--- src/rtl/twos_comp_serial.sv ---
// Bit-serial two's-complement pass / negate / absolute-value unit, LSB first.
// Result valid WIDTH cycles after accept; result held in DONE until out_ready.
module twos_comp_serial #(
  parameter int WIDTH = 8
) (
  input  logic             clk,
  input  logic             reset,
  input  logic             in_valid,
  output logic             in_ready,
  input  logic [WIDTH-1:0] A,
  input  logic [1:0]       mode,
  output logic             out_valid,
  input  logic             out_ready,
  output logic [WIDTH-1:0] Y,
  output logic             overflow,
  output logic             busy
);

  localparam int CW = $clog2(WIDTH);
  localparam logic [CW-1:0] LAST = CW'(WIDTH - 1);

  typedef enum logic [1:0] {
    S_IDLE,
    S_BUSY,
    S_DONE
  } state_t;

  state_t           state_q, state_d;
  logic [WIDTH-1:0] a_q, a_d;
  logic [WIDTH-1:0] y_q, y_d;
  logic [CW-1:0]    cnt_q, cnt_d;
  logic             neg_q, neg_d;
  logic             carry_q, carry_d;
  logic             ovf_q, ovf_d;

  logic             a_bit;
  logic             sum_bit;
  logic             carry_nxt;
  logic             neg_acc;

  // Single full-adder slice: adding the carry to the inverted bit gives -A.
  assign a_bit     = a_q[0];
  assign sum_bit   = neg_q ? (~a_bit ^ carry_q) : a_bit;
  assign carry_nxt = ~a_bit & carry_q;
  assign neg_acc   = (mode == 2'b01) || ((mode == 2'b10) && A[WIDTH-1]);

  always_comb begin
    state_d = state_q;
    a_d     = a_q;
    y_d     = y_q;
    cnt_d   = cnt_q;
    neg_d   = neg_q;
    carry_d = carry_q;
    ovf_d   = ovf_q;
    case (state_q)
      S_IDLE: begin
        if (in_valid) begin
          a_d     = A;
          neg_d   = neg_acc;
          carry_d = neg_acc;
          cnt_d   = '0;
          state_d = S_BUSY;
        end
      end
      S_BUSY: begin
        a_d     = a_q >> 1;
        y_d     = {sum_bit, y_q[WIDTH-1:1]};
        carry_d = neg_q & carry_nxt;
        if (cnt_q == LAST) begin
          // Carry still set at the MSB means every lower bit was zero.
          ovf_d   = neg_q & carry_q & a_bit;
          cnt_d   = '0;
          state_d = S_DONE;
        end else begin
          cnt_d = cnt_q + CW'(1);
        end
      end
      S_DONE: begin
        if (out_ready) begin
          state_d = S_IDLE;
        end
      end
      default: state_d = S_IDLE;
    endcase
  end

  always_ff @(posedge clk) begin
    if (reset) begin
      state_q <= S_IDLE;
      a_q     <= '0;
      y_q     <= '0;
      cnt_q   <= '0;
      neg_q   <= 1'b0;
      carry_q <= 1'b0;
      ovf_q   <= 1'b0;
    end else begin
      state_q <= state_d;
      a_q     <= a_d;
      y_q     <= y_d;
      cnt_q   <= cnt_d;
      neg_q   <= neg_d;
      carry_q <= carry_d;
      ovf_q   <= ovf_d;
    end
  end

  assign in_ready  = (state_q == S_IDLE);
  assign busy      = (state_q == S_BUSY);
  assign out_valid = (state_q == S_DONE);
  assign Y         = y_q;
  assign overflow  = ovf_q;

endmodule

--- config.mk ---
export PLATFORM = sky130hd
export DESIGN_NAME = twos_comp_serial
export DESIGN_NICKNAME = d
export VERILOG_FILES = /design/src/rtl/twos_comp_serial.sv
export SDC_FILE = /design/constraint.sdc
export NUM_CORES = 1
export LEC_CHECK = 0
export ABC_AREA = 1
export CAP_MARGIN = 15
export CORE_UTILIZATION = 48
export CTS_CLUSTER_DIAMETER = 150
export DETAILED_ROUTE_END_ITERATION = 12
export PLACE_DENSITY = 0.78
export REMOVE_ABC_BUFFERS = 1
export SYNTH_ARGS = -nofsm -noshare
export SYNTH_HDL_FRONTEND = slang
export SYNTH_SLANG_ARGS = --single-unit
--- constraint.sdc ---
create_clock -name clk -period 1.27 [get_ports clk]
set_input_delay 0.254 -clock clk [delete_from_list [all_inputs] [get_ports clk]]
set_output_delay 0.254 -clock clk [all_outputs]
set_load 0.02 [all_outputs]
==> impl_metrics.py <==
metrics = {
    "outcome": {
        "status": "complete, no violations",
    },
    "routing": {
        "detail-route-antenna-nets": 0,
        "first_iter_violations": 19,
        "firstDrtPassIters": 4,
        "vias": 1063,
        "drc_errors": 0,
        "finalWirelength_mm": 2.304,
        "wire_per_inst_um": 10.52,
        "vias_per_cell": 4.854,
    },
    "clock_network": {
        "cts_sinks": 24,
        "holdBufCountCts": 0,
        "cts_tree": "done",
        "root_buffer": "clkbuf_4",
        "cts_buffers": 3,
        "clk_pin_slew_worst_paths_ps": 130,
        "clk_path_buf_depth": 2,
        "cts.htree.levels": 1,
        "insertion_delay_ps": 320,
        "cts_resized": 40,
        "cts_setup_buffers": 0,
    },
    "sta": {
        "final_hold_viol_count": 0,
        "finClkSkew_ps": 5.356,
        "fin_crit_sh": 0.9851,
        "rsz0062_at_grt": "true",
        "finalSetupViolCount": 0,
        "max_freq_ghz": 0.7993,
        "maxSlewViolCount": 0,
        "period_needed_ps": 1251,
        "worstMarginPinSlew_ps": 175.0,
        "slew_headroom": 0.8821,
    },
    "global_routing": {
        "grt_pass1_wl_mm": 3.995,
        "overflow": 0,
        "grt_max_degree": 17,
        "gr-usage-all-layers": 0.2122,
        "grt_pass1_vias": 994,
        "antenna_found_initial": 0,
    },
    "synthesis": {
        "ys_warn_count": 0,
        "syn_avg_cell_area_um2": 7.029,
        "synth_cell_types": 17,
        "seq_area_frac_synth": 0.4354,
        "syn_area_um2": 1104,
        "synth_seq_cells": 24,
        "syn_inst": 157,
    },
    "power_and_ir_drop": {
        "switching_power_mw": 0.4743,
        "total_power_mw": 1.780,
        "peakVddDrop_mv": 0.9366,
        "power.leakage_nw": 0.6818,
        "power_frac_comb": 0.213,
        "cellPowerDensity_nw_per_um2": 1181,
        "p_seq_frac": 0.472,
        "p_int_mw": 1.306,
        "sw_frac_of_total": 0.2664,
        "p_clk_frac": 0.315,
    },
    "worst_setup_path": {
        "r2r_slack_ps": 50,
        "startpoint_type": "flip-flop",
        "end_kind": "output pin",
        "crit_end": "busy",
        "cp.arrival_ps": 1000,
        "critPathLaunch": "state_q[0]",
        "reg2reg_to": "overflow",
        "worstSetupPathType": "flip-flop to output pin",
        "required_ps": 1020,
        "critPathMaxFanout": 5,
        "timing.rr.start": "cnt_q[0]",
        "reg2reg_depth": 6,
    },
    "placement": {
        "place_area_um2": 1454,
        "gp_congestion": 0.7583,
        "place.port_buffers": 25,
        "dp_hpwl_mm": 1.674,
    },
    "floorplan": {
        "die_y_um": 49.95,
        "placement_rows": 16,
        "die-area_um2": 2495,
        "dieWidth_um": 49.95,
        "ios": 26,
        "start_util": 0.5352,
        "core_area_um2": 2062,
    },
    "min_path": {
        "hp-class": "flip-flop to flip-flop",
    },
    "final_layout": {
        "n_antenna_cell": 0,
        "area_growth_pct": 36.62,
        "design_area_um2": 1508,
        "fillCellCount": 164,
        "finalNetCount": 210,
        "drive_above_1_share": 0.2240,
    },
    "run": {
        "drv_cap": 0,
    },
}
synth_stat cells:
master	number	share of area
a21oi_1	6	0.027
a21oi_2	2	0.016
buf_2	3	0.014
buf_6	3	0.031
dfxtp_1	24	0.44
ha_1	3	0.034
inv_1	13	0.044
inv_2	1	0.0034
nand2_1	38	0.13
nand2_2	3	0.017
nand3_1	3	0.014
nand4_1	1	0.0057
nor2_1	39	0.13
nor2_4	1	0.010
o21ai_0	10	0.045
o21ai_1	6	0.027
o21ai_4	1	0.015
worst max-delay path, stage by stage (launching register included):
cell	delay [ps]
dfxtp_4	410
inv_4	40
nor2_4	100
buf_6	130
sequential cells by signal (all words and copies together), names as in the netlist:
signal    count
carry_q       1
Y             8
neg_q         1
cnt_q         3
a_q           8
state_q       2
overflow      1
stage by stage:
stage	std cells	hold WS [ps]	TNS [ps]	util	worst slack, ps
after floorplan	151	316.4	0	-	58.09
after global placement	215	452.9	-830.2	0.7051	-151.6
after detailed placement	215	465.6	-1209	0.7051	-160.7
after CTS	219	483.8	0	0.7324	3.043
after global routing	219	500.1	-100.2	0.7312	-35.60
final	219	482.2	0	0.7312	18.88
cell families (layout without fill, tap and decap cells):
kind of cell	after synthesis	after routing	synth area share
simple gates	85	85	0.3084
compound gates	25	25	0.1304
flops	24	24	0.4354
buf+inv	20	55	0.09183
fa+ha+maj	3	3	0.03402
worst min-delay path by stage:
stage	from	end	slack (ps)	depth (start not counted)
final	a_q[7]	a_q[7]	480	2
after global routing	a_q[7]	a_q[7]	500	2
after CTS	a_q[7]	a_q[7]	480	2
after detailed placement	cnt_q[2]	cnt_q[2]	470	2
after global placement	cnt_q[1]	cnt_q[1]	450	2
after floorplan	reset	cnt_q[0]	320	1
power groups by stage:
stage	combinational, mW	sequential, mW	clock (mW)
final	0.379	0.840	0.561
after global routing	0.423	0.847	0.596
after CTS	0.381	0.840	0.569
after detailed placement	0.389	0.856	0
after global placement	0.378	0.853	0
after floorplan	0.172	0.879	0
cell type report:
cell class	instances	area (um2)	area share
Multi-Input combinational cell	113	526.8	0.3494
Clock buffer	3	22.52	0.01494
Timing Repair Buffer	37	349.1	0.2315
Sequential cell	24	490.5	0.3253
Clock inverter	1	30.03	0.01992
Inverter	14	55.05	0.03651
Tap cell	27	33.78	0.02241
layout by cell type, fill, tap and decap left out, types with 3 or more instances in the layout:
cell             synthesis  routed
a21oi_1                  6       6
buf_4                    0      10
buf_6                    3       3
clkbuf_2                 0       5
clkbuf_4                 0       3
clkdlybuf4s15_2          0       4
clkdlybuf4s50_1          0      13
dfxtp_1                 24      20
ha_1                     3       3
inv_1                   13      12
nand2_1                 38      38
nand2_2                  3       3
nand3_1                  3       3
nor2_1                  39      37
o21ai_0                 10      10
o21ai_1                  6       6
metal layers:
| metal | part of all wire | global-route usage |
|---|---|---|
| met5 | 0 | 0 |
| met4 | 0.0091 | 0.08571 |
| met3 | 0.057 | 0.03704 |
| met2 | 0.52 | 0.3986 |
| met1 | 0.41 | 0.2300 |
(Power assumes the default switching activity.)
